--- src/rtl/hi_pkg.sv ---
// Shared widths, frame map and channel bundle types for harmonic_interface.
// Readback is controlled by the HI_READBACK_EN macro in the top-level file.
package hi_pkg;

    localparam int NCO_W   = 16;
    localparam int SW_W    = 7;
    localparam int TUNE_W  = 12;
    localparam int FRAME_W = 106;
    localparam int CFG_W   = 104;

    localparam int CH_W    = 44;
    localparam int NCO_OFF = 88;
    localparam int CHA_OFF = 44;
    localparam int CHB_OFF = 0;

    // Bit positions inside one 44-bit channel field
    localparam int SWP_OFF   = 37;
    localparam int SWN_OFF   = 30;
    localparam int CINTN_OFF = 29;
    localparam int ZERON_OFF = 28;
    localparam int FASTN_OFF = 27;
    localparam int TUNEN_OFF = 15;
    localparam int CINTP_OFF = 14;
    localparam int ZEROP_OFF = 13;
    localparam int FASTP_OFF = 12;
    localparam int TUNEP_OFF = 0;

    typedef struct packed {
        logic [SW_W-1:0]   sw;
        logic              cint;
        logic              zero;
        logic              fast;
        logic [TUNE_W-1:0] tune;
    } hi_half_t;

    typedef struct packed {
        hi_half_t p;
        hi_half_t n;
    } hi_chan_t;

    // The p and n halves interleave in the frame, so unpack field by field
    function automatic hi_chan_t decodeChan(input logic [CH_W-1:0] f);
        hi_chan_t c;
        c.p.sw   = f[SWP_OFF +: SW_W];
        c.n.sw   = f[SWN_OFF +: SW_W];
        c.n.cint = f[CINTN_OFF];
        c.n.zero = f[ZERON_OFF];
        c.n.fast = f[FASTN_OFF];
        c.n.tune = f[TUNEN_OFF +: TUNE_W];
        c.p.cint = f[CINTP_OFF];
        c.p.zero = f[ZEROP_OFF];
        c.p.fast = f[FASTP_OFF];
        c.p.tune = f[TUNEP_OFF +: TUNE_W];
        return c;
    endfunction

endpackage

--- src/rtl/hi_nco.sv ---
// Quadrature NCO: free-running phase accumulator with registered I/Q squares.
// Phase is only cleared by reset; increment changes never restart it.
module hi_nco
    import hi_pkg::*;
(
    input  logic             clk,
    input  logic             rstN,
    input  logic [NCO_W-1:0] inc,
    output logic             ncoI,
    output logic             ncoQ
);

    logic [NCO_W-1:0] phase;

    always_ff @(posedge clk) begin
        if (!rstN) begin
            phase <= '0;
            ncoI  <= 1'b0;
            ncoQ  <= 1'b0;
        end else begin
            phase <= phase + inc;
            ncoI  <= phase[NCO_W-1];
            ncoQ  <= phase[NCO_W-1] ^ phase[NCO_W-2];
        end
    end

endmodule

--- src/rtl/harmonic_interface.sv ---
// Serial-configured control block for a two-channel harmonic mixer front end.
// Define HI_READBACK_EN to preload status+cfg into the shift register for readback on dout.
module harmonic_interface
    import hi_pkg::*;
#(
    parameter int SYNC_STAGES = 2
) (
    input  logic              clk_in,
    input  logic              reset_in,
    input  logic              scl_in,
    input  logic              cs_in,
    input  logic              din,
    input  logic              multA,
    input  logic              multB,
    output logic              nco_i,
    output logic              nco_q,
    output logic              clk_out,
    output logic              reset_out,
    output logic              scl_out,
    output logic              cs_out,
    output logic              dout,
    output logic [SW_W-1:0]   swAp,
    output logic [SW_W-1:0]   swAn,
    output logic [SW_W-1:0]   swBp,
    output logic [SW_W-1:0]   swBn,
    output logic              cintAp,
    output logic              cintAn,
    output logic              cintBp,
    output logic              cintBn,
    output logic              zeroAp,
    output logic              zeroAn,
    output logic              zeroBp,
    output logic              zeroBn,
    output logic              fastAp,
    output logic              fastAn,
    output logic              fastBp,
    output logic              fastBn,
    output logic [TUNE_W-1:0] tuneAp,
    output logic [TUNE_W-1:0] tuneAn,
    output logic [TUNE_W-1:0] tuneBp,
    output logic [TUNE_W-1:0] tuneBn
);

    assign clk_out   = clk_in;
    assign reset_out = reset_in;
    assign scl_out   = scl_in;
    assign cs_out    = cs_in;

    // Sync lanes: {multB, multA, din, cs, scl}; cs idles high
    localparam logic [4:0] SYNC_RST = 5'b00010;

    logic [SYNC_STAGES-1:0][4:0] syncQ;
    logic [4:0] syncOut;

    always_ff @(posedge clk_in) begin
        if (!reset_in) begin
            syncQ <= {SYNC_STAGES{SYNC_RST}};
        end else begin
            syncQ <= {syncQ[SYNC_STAGES-2:0],
                      {multB, multA, din, cs_in, scl_in}};
        end
    end

    assign syncOut = syncQ[SYNC_STAGES-1];

    logic sclS, csS, dinS, multAS, multBS;

    assign sclS   = syncOut[0];
    assign csS    = syncOut[1];
    assign dinS   = syncOut[2];
    assign multAS = syncOut[3];
    assign multBS = syncOut[4];

    logic sclD, csD;

    always_ff @(posedge clk_in) begin
        if (!reset_in) begin
            sclD <= 1'b0;
            csD  <= 1'b1;
        end else begin
            sclD <= sclS;
            csD  <= csS;
        end
    end

    logic sclRise, csFall, csRise;

    assign sclRise = sclS & ~sclD;
    assign csFall  = ~csS & csD;
    assign csRise  = csS & ~csD;

    logic [FRAME_W-1:0] sr;
    logic [6:0]         bitCnt;
    logic [CFG_W-1:0]   cfg;

    // A cs rise implies csS high, so a coincident scl rise never shifts
    always_ff @(posedge clk_in) begin
        if (!reset_in) begin
            sr     <= '0;
            bitCnt <= '0;
            cfg    <= '0;
        end else if (csFall) begin
            bitCnt <= '0;
`ifdef HI_READBACK_EN
            sr     <= {multAS, multBS, cfg};
`endif
        end else if (csRise) begin
            if (bitCnt == 7'(FRAME_W)) begin
                cfg <= sr[CFG_W-1:0];
            end
        end else if (!csS && sclRise) begin
            sr <= {sr[FRAME_W-2:0], dinS};
            if (bitCnt != 7'h7f) begin
                bitCnt <= bitCnt + 7'd1;
            end
        end
    end

`ifndef HI_READBACK_EN
    logic unusedMult;
    assign unusedMult = multAS ^ multBS;
`endif

    assign dout = sr[FRAME_W-1];

    logic [NCO_W-1:0] ncoInc;
    hi_chan_t         chA;
    hi_chan_t         chB;

    always_ff @(posedge clk_in) begin
        if (!reset_in) begin
            ncoInc <= '0;
            chA    <= '0;
            chB    <= '0;
        end else begin
            ncoInc <= cfg[NCO_OFF +: NCO_W];
            chA    <= decodeChan(cfg[CHA_OFF +: CH_W]);
            chB    <= decodeChan(cfg[CHB_OFF +: CH_W]);
        end
    end

    assign swAp   = chA.p.sw;
    assign swAn   = chA.n.sw;
    assign cintAp = chA.p.cint;
    assign cintAn = chA.n.cint;
    assign zeroAp = chA.p.zero;
    assign zeroAn = chA.n.zero;
    assign fastAp = chA.p.fast;
    assign fastAn = chA.n.fast;
    assign tuneAp = chA.p.tune;
    assign tuneAn = chA.n.tune;

    assign swBp   = chB.p.sw;
    assign swBn   = chB.n.sw;
    assign cintBp = chB.p.cint;
    assign cintBn = chB.n.cint;
    assign zeroBp = chB.p.zero;
    assign zeroBn = chB.n.zero;
    assign fastBp = chB.p.fast;
    assign fastBn = chB.n.fast;
    assign tuneBp = chB.p.tune;
    assign tuneBn = chB.n.tune;

    hi_nco uNco (
        .clk  (clk_in),
        .rstN (reset_in),
        .inc  (ncoInc),
        .ncoI (nco_i),
        .ncoQ (nco_q)
    );

endmodule

--- config.mk ---
export PLATFORM = sky130hd
export DESIGN_NAME = harmonic_interface
export DESIGN_NICKNAME = d
export VERILOG_FILES = /design/src/rtl/hi_pkg.sv /design/src/rtl/hi_nco.sv /design/src/rtl/harmonic_interface.sv
export SDC_FILE = /design/constraint.sdc
export NUM_CORES = 1
export LEC_CHECK = 0
export ABC_AREA = 0
export CORE_MARGIN = 2
export CORE_UTILIZATION = 35
export DETAILED_ROUTE_END_ITERATION = 8
export PLACE_DENSITY = 0.55
export SLEW_MARGIN = 20
export SYNTH_ARGS = -nofsm -noshare
export SYNTH_HDL_FRONTEND = slang
export SYNTH_HIERARCHICAL = 1
export SYNTH_SLANG_ARGS = --single-unit
--- constraint.sdc ---
create_clock -name clk_in -period 1.9 [get_ports clk_in]
set_input_delay 0.475 -clock clk_in [delete_from_list [all_inputs] [get_ports clk_in]]
set_output_delay 0.475 -clock clk_in [all_outputs]
set_load 0.005 [all_outputs]
**Word-level counts from Yosys, hierarchy flattened**

Cells that the tools add are included.

- Word-level logic and storage cells: 51
- Flip-flop bits (word level): 347
- Output and inout bits: 95

- Add/subtract/negate cells: 2
- Reduce and logical (&&, ||, !) cells: 6
- Bitwise gates (word level): 10
- Eq/ne operators: 2

Operators with widths:

| kind | number |
|---|---|
| 16-bit adder | 1 |
| 3-bit AND reduction | 3 |
| 7-bit by 1-bit adder with 7-bit output (second input constant) | 1 |
| 7-bit == test (second input constant) | 1 |
| 7-bit inequality test (second input constant) | 1 |
| 1-bit inverter | 6 |
| 1-bit bitwise AND | 3 |
| 2-bit OR reduction | 1 |
| 1-bit logical AND | 1 |
| 1-bit zero test | 1 |
| 1-bit bitwise XOR | 1 |

**Depth between registers and ports, before layout**

Gate-level depths: netlist (run 1).

- Depth in word-level cells: 4
- Mapped depth: 8
- Depth with buffers taken out: 7

**Modules after synthesis**

The synthesis (run 1) kept the hierarchy.

Modules (own cells, without submodules):

| module | cells each | seq. area each (um2) | area each (um2) | instances |
|---|---|---|---|---|
| harmonic_interface | 1229 | 6586.3 | 11584.9 | 1 |
| hi_nco | 145 | 360.3 | 1234.9 | 1 |

==> results.md, run 1 <==
* Outcome: complete, no violations
* Syn_nets at ~1400
* Clock slew at reported path FFs at 0.06 ns
* Nets@finish at approximately 1500
* Final hold vios at 0
* Worst slew pin tran at between 0.3 and 0.4 ns
* Sw Pwr at between 0.003 and 0.004 W
* Die Y at a little under 200 um
* PD cells at just under 1000 mW/mm^2
* Final setup vio count at 0
* Avg Inst Size Synth at 9.33 sq um
* Area added between synthesis and finish at 20.9%
* FMAX at ~540 MHz
* Max-slew violation count at 0
* Initial antenna violation count at 0
* Worst-path maximum fanout at 5
* Initial cell density of the core at 35.3%
* Clock period minus worst slack at 1.86 ns
* Number of synthesized register bits at 347
* Initial drt markers at about 440
* Later-pin clock latency in the skew report at 0.63 ns
* Vias in the first global route at between 9000 and 10000
* Seq pwr share at approximately 50%
* Core Area at approximately 0.036 sq mm
* Post-CTS Hold Fix Bufs at 0
* Hold path start: reset_in
* Share of cells above drive strength 1 at a little over 8%
* Crit. path cell count at 6
* Via density at between 4 and 5
* Gpl congestion at 0.759
* TritonCTS clock tree: done
* Congestion Overflow GR at 0
* Post-synth ARST share at 0%
* Largest net degree at the start of global routing at 110
* Switching fraction of total power at 20.0%
* ANT nets after route at 0
* Post-DP HPWL at about 15 mm
* Startpoint Class: flip-flop
* Hold path cells at 4
* Die Wd at 195 um
* Top_reg_cell synth: dfxtp_1
* First-pass GRT wire length at ~45 mm
* DR pass1 iterations at 5
* Max_slew headroom at 73.0%
* Post-synthesis sequential area ratio at 54.2%
* Worst min-delay path category: input pin to flip-flop
* Mapped cell area at around 0.013 sq mm
* Setup crit end kind: flip-flop
* Yosys Warn Count at 6
* Number of library cell types mapped by synthesis at between 50 and 60
* Worst-case reg-to-reg path depth at 6
* Overall power at ~0.015 W
* Cells along the critical path: ha_1 -> a21oi_1 -> a211oi_2 -> o211ai_1 -> a21oi_1 -> a31o_2
* Cells after Synth at ~1400
* FF-to-FF Start: ncoInc[2]$_SDFF_PN0_
* Final WL at between 20 and 30 mm
* CP max stage delay at roughly 0.40 ns
* Crit-path most repeated cell: a21oi_1
* Capture point of the worst reg-to-reg path: uNco/phase[15]$_SDFF_PN0_
* Slowest CP cell: ha_1
* Clock power share at approximately half
* Remaining DRCs at 0
* Ports at slightly above 100
* EDFF count, synth at 0
* Core Util, Final at 42.7%
* Worst R2R Setup Slack at roughly 0.036 ns
* Comb pwr share at around 1.5%
* WS Path Type: flip-flop to flip-flop
* Setup Skew at ~0.015 ns
* Row cnt at 70
* PortBufs at 99
* Worst path bufs/invs at 0
* Total track usage at between 10% and 20%
* Delay-heaviest family, CP: compound AO/OA/AOI/OAI gates
* Fin crit share at between 90% and 100%
* Avg WL per Cell at ~14 um
* Pleak at between 5 and 6 nW
* Pint at 0.0120 W
* N_diodes at 0
* Maximum capacitance violations at 0
* Peak supply drop at 0.798 mV
* Via count at ~9300
* Min-Delay Endpoint: uNco/phase[13]$_SDFF_PN0_
* Area of the die at 0.0382 sq mm
* Final Cell Area at between 0.015 and 0.02 sq mm
* Worst EP arrival at 2.39 ns
* Required @ worst endpoint at 2.42 ns
* Placed inst area at about 0.014 sq mm
## power groups by stage
stage,Combinational [W],Clock (W),Sequential (W)
6_report,0.000230,0.00747,0.00729
5_1_grt,0.000253,0.00805,0.00728
4_1_cts,0.000236,0.00773,0.00729
3_5_place_dp,0.000237,0.0000443,0.00745
3_3_place_gp,0.000236,0.0000443,0.00745
2_1_floorplan,0.000165,0.0000341,0.00745
## logic make-up (layout without fill, tap and decap cells)
group,count (synthesis),count (layout),share of synthesized area (%)
AOI/OAI and AO/OA,359,359,19.1
and+or+nand+nor,510,510,19.2
DFF,347,347,54.2
adders and majority gates,21,21,2.11
muxes,9,9,0.703
buffers and inverters,120,202,4.23
xor gates and xnor gates,8,8,0.546
## metrics by stage
stage | setup TNS (ns) | hold slack, ns | instances | setup WS [ns]
6_report | 0 | 0.340 | 1924 | 0.0360
5_1_grt | -0.0353 | 0.344 | 1924 | -0.0213
4_1_cts | 0 | 0.318 | 1923 | 0.0259
3_5_place_dp | -0.202 | 0.405 | 1857 | -0.102
3_3_place_gp | -0.198 | 0.406 | 1857 | -0.0874
2_1_floorplan | 0 | 0.386 | 1374 | 0.00254
## synthesized netlist by cell type (2+ instances only)
cell type	n	area [sq um]
dfxtp_1	347	6950
nand2_1	240	901
a21boi_1	144	1080
and2_1	113	707
nand3_1	111	556
o21ai_0	76	380
clkbuf_1	70	263
a21boi_0	66	495
o21ai_1	33	165
buf_2	27	135
ha_1	20	250
nor2_1	18	67.6
a21oi_1	16	80.1
buf_4	11	82.6
mux2i_1	9	90.1
nand2b_1	9	56.3
inv_1	6	22.5
o211ai_1	4	30.0
xnor2_1	4	35.0
xor2_1	4	35.0
nand4_1	3	18.8
o21bai_1	3	22.5
a21o_1	2	15.0
a21oi_2	2	17.5
a31oi_1	2	12.5
buf_1	2	7.51
buf_6	2	22.5
## timing repair
item	CTS	global route
pin swaps	4	5
buffers inserted	1	1
setup endpoints to repair	97	75
cloned	0	0
resized for setup	102	5
## flip-flops by register name (all words and copies together) (netlist names), 3 cells and up
register / flops
syncQ: 3
tuneBn: 12
uNco/phase: 16
swBp: 7
bitCnt: 7
tuneAp: 12
syncOut: 3
sr: 106
tuneAn: 12
swAn: 7
swBn: 7
ncoInc: 16
tuneBp: 12
cfg: 104
swAp: 7
## how the worst max path moves through the flow
stage / to / from / slack (ns)
floorplan: uNco/phase[14]$_SDFF_PN0_ / ncoInc[0]$_SDFF_PN0_ / 0.003
global placement: uNco/phase[14]$_SDFF_PN0_ / ncoInc[0]$_SDFF_PN0_ / -0.09
detailed placement: uNco/phase[14]$_SDFF_PN0_ / ncoInc[0]$_SDFF_PN0_ / -0.10
CTS: uNco/phase[14]$_SDFF_PN0_ / ncoInc[0]$_SDFF_PN0_ / 0.03
global route: uNco/phase[8]$_SDFF_PN0_ / ncoInc[0]$_SDFF_PN0_ / -0.02
finish: uNco/phase[15]$_SDFF_PN0_ / ncoInc[2]$_SDFF_PN0_ / 0.04
## area by class of cell
class | count | area (sq um)
clock buffer | 57 | 1190
sequential | 347 | 6960
inverter | 7 | 26.3
tap | 468 | 586
fill | 3563 | 20800
multi-input combinational | 907 | 5380
clock inverter | 9 | 101
timing repair buffer | 129 | 1260
## tightest hold or removal path, stage by stage
cell	delay, ns
buf_6	0.09
buf_4	0.20
nand2_1	0.09
mux2i_1	0.05
## placed cells by master, fill, tap and decap left out, types with 2 or more instances in the layout
cell,n
a31oi_1,2
buf_12,13
o21ai_1,33
a21o_1,2
a21boi_1,144
clkbuf_1,8
mux2i_1,9
a21oi_4,2
a21oi_1,16
o211ai_1,4
xor2_1,4
and2_1,113
dfxtp_2,7
nand4_1,3
o21ai_0,76
clkbuf_16,43
nand2b_1,9
clkdlybuf4s50_1,4
dlygate4sd2_1,93
nor2_1,18
clkinv_2,5
clkbuf_8,6
ha_1,18
inv_1,6
nand2_1,240
xnor2_1,4
nand3_1,111
a21boi_0,66
buf_4,18
bufinv_16,2
dfxtp_1,340
o21bai_1,3
## per-layer routing
layer  GRT usage (%)  part of all wire, %  vias to the layer above
met2            23.6                   46                      116
li1                -                    -                     4728
met4            4.61                  2.2                        0
met3            3.58                  3.9                       47
met1            18.2                   48                     4400
met5               0                    0                        -
No activity file was read; power rests on OpenSTA's default activity.
==> run 2, diff against run 1 <==
Settings changed: PLACE_DENSITY 0.55 to 0.54.
Clock period 1.9 ns to 2 ns, I/O delays scaled along.
==> results.md, run 2 (synthesized netlist as in run 1, its figures left out) <==
* Delay-heaviest family, CP: buffers and inverters
* Initial drt markers at approximately 400
* Startpoint Class: input pin
* Switching fraction of total power at between 20% and 30%
* Core Area at about 0.036 sq mm
* Pint at ~0.011 W
* Max reg flops at between 100 and 150
* N_diodes at 0
* Hold path start: reset_in
* Worst min-delay path category: input pin to flip-flop
* Cells along the critical path: clkdlybuf4s50_1 -> clkdlybuf4s50_1
* Nets@finish at approximately 1500
* Avg WL per Cell at ~14 um
* Hold WS at 0.311 ns
* PD cells at 919 mW/mm^2
* Worst-path maximum fanout at 2
* Pleak at 5.94 nW
* Overall power at 0.0145 W
* Final setup vio count at 0
* Die Y at 195 um
* Area of the die at approximately 0.038 sq mm
* Share of cells above drive strength 1 at about 8.2%
* Top Registers: sr (106), cfg (104)
* Fin crit share at around 98%
* Worst R2R Setup Slack at about 0.080 ns
* WS Path Type: input pin to primary output
* First-pass GRT wire length at ~45 mm
* Final WL at ~26 mm
* Remaining DRCs at 0
* Setup crit end kind: primary output
* Clock power share at around half
* TritonCTS clock tree: done
* Dpl ws at between 0.01 and 0.015 ns
* Ports at between 100 and 150
* Via density at approximately 4.8
* Row cnt at 70
* Seq pwr share at between 40% and 50%
* CP max stage delay at roughly 0.49 ns
* Slack of the critical path at about 0.040 ns
* Worst path bufs/invs at 2
* Largest Register: sr
* Largest net degree at the start of global routing at 89
* Total track usage at roughly 14%
* FMAX at between 500 and 600 MHz
* Congestion Overflow GR at 0
* RSZ-0062 raised after global routing: true
* Comb pwr share at around 1.5%
* Final hold vios at 0
* Initial cell density of the core at roughly a third
* Setup Skew at ~0.017 ns
* Later-pin clock latency in the skew report at 0.64 ns
* Worst EP arrival at ~1.5 ns
* Sw Pwr at 0.00296 W
* Placed inst area at between 0.01 and 0.015 sq mm
* Outcome: complete, no violations
* Maximum capacitance violations at 0
* Clock slew at reported path FFs at ~0.060 ns
* Required @ worst endpoint at 1.50 ns
* Initial antenna violation count at 0
* Gpl congestion at around 0.73
* Max_slew headroom at between 70% and 80%
* FF-to-FF Start: ncoInc[0]$_SDFF_PN0_
* Commonest non-fill, non-tap cell in the layout: dfxtp_1
* PortBufs at 99
* Crit-path most repeated cell: clkdlybuf4s50_1
* Final Cell Area at between 0.015 and 0.02 sq mm
* Worst slew pin tran at 0.421 ns
* Post-CTS Hold Fix Bufs at 0
* Most frequent cells in the layout: 344 x dfxtp_1, 240 x nand2_1, 144 x a21boi_1
* Area added between synthesis and finish at 22.7%
* ANT nets after route at 0
* Peak supply drop at about 0.52 mV
* CP startpoint: cs_in
* DR pass1 iterations at 5
* Max-slew violation count at 0
* Via count at roughly 9300
* Slowest CP cell: clkdlybuf4s50_1
* Post-DP HPWL at between 15 and 20 mm
* Die Wd at just under 200 um
* Clock period minus worst slack at approximately 2 ns
* Vias in the first global route at about 9000
run 2: cell count changes in the layout (fill, tap and decap cells not counted), moves of 5 or more:
cell,previous run,this run
dlymetal6s2s_1,0,22
buf_4,18,13
clkdlybuf4s50_1,4,63
dlygate4sd2_1,93,12
run 2: path summary, 6_finish.rpt:
kind | endpoint | depth (start not counted)
worst max-delay path | cs_out | 2
worst min-delay path | csD$_SDFF_PN1_ | 3
worst max register to register | uNco/phase[14]$_SDFF_PN0_ | 7
worst min register to register | syncOut[1]$_SDFF_PN1_ | 1
run 2: power by group through the flow:
stage               combinational, W  clock [W]  sequential, W
floorplan                   0.000157  0.0000324        0.00707
global placement            0.000228  0.0000421        0.00708
detailed placement          0.000227  0.0000421        0.00708
CTS                         0.000228    0.00758        0.00692
global route                0.000242    0.00786        0.00692
finish                      0.000220    0.00732        0.00692
run 2: stage by stage:
step | cells | util [%] | TNS (ns)
2_1_floorplan | 1374 | - | 0
5_1_grt | 1927 | 43.3 | -0.000948
3_5_place_dp | 1855 | 39.4 | 0
3_3_place_gp | 1855 | 39.4 | 0
6_report | 1927 | 43.3 | 0
4_1_cts | 1925 | 43.0 | 0
run 2: worst min-delay path: cells and delay by family:
kind          cells  cell delay, ns
simple gates      1            0.10
buf+inv           2            0.28
run 2: area by class of cell:
type                       instances  area (sq um)
sequential                       347          6950
fill                            3531         20600
timing repair buffer             127          1440
tap                              468           586
multi-input combinational        907          5370
clock inverter                    17           193
inverter                           7          26.3
clock buffer                      54          1160
run 2: what timing repair did:
item | CTS | global route
setup buffers | 0 | 2
endpoints found under the setup margin | 14 | 28
gates resized for setup | 16 | 26
pin swaps | 2 | 5
run 2: per-layer routing:
metal | routed length (um) | vias to the layer above | GRT usage [%]
met5 | 0 | - | 0
met4 | 555 | 0 | 4.35
met3 | 940 | 43 | 3.28
met2 | 12000 | 133 | 23.0
met1 | 12800 | 4358 | 18.2
li1 | - | 4737 | -
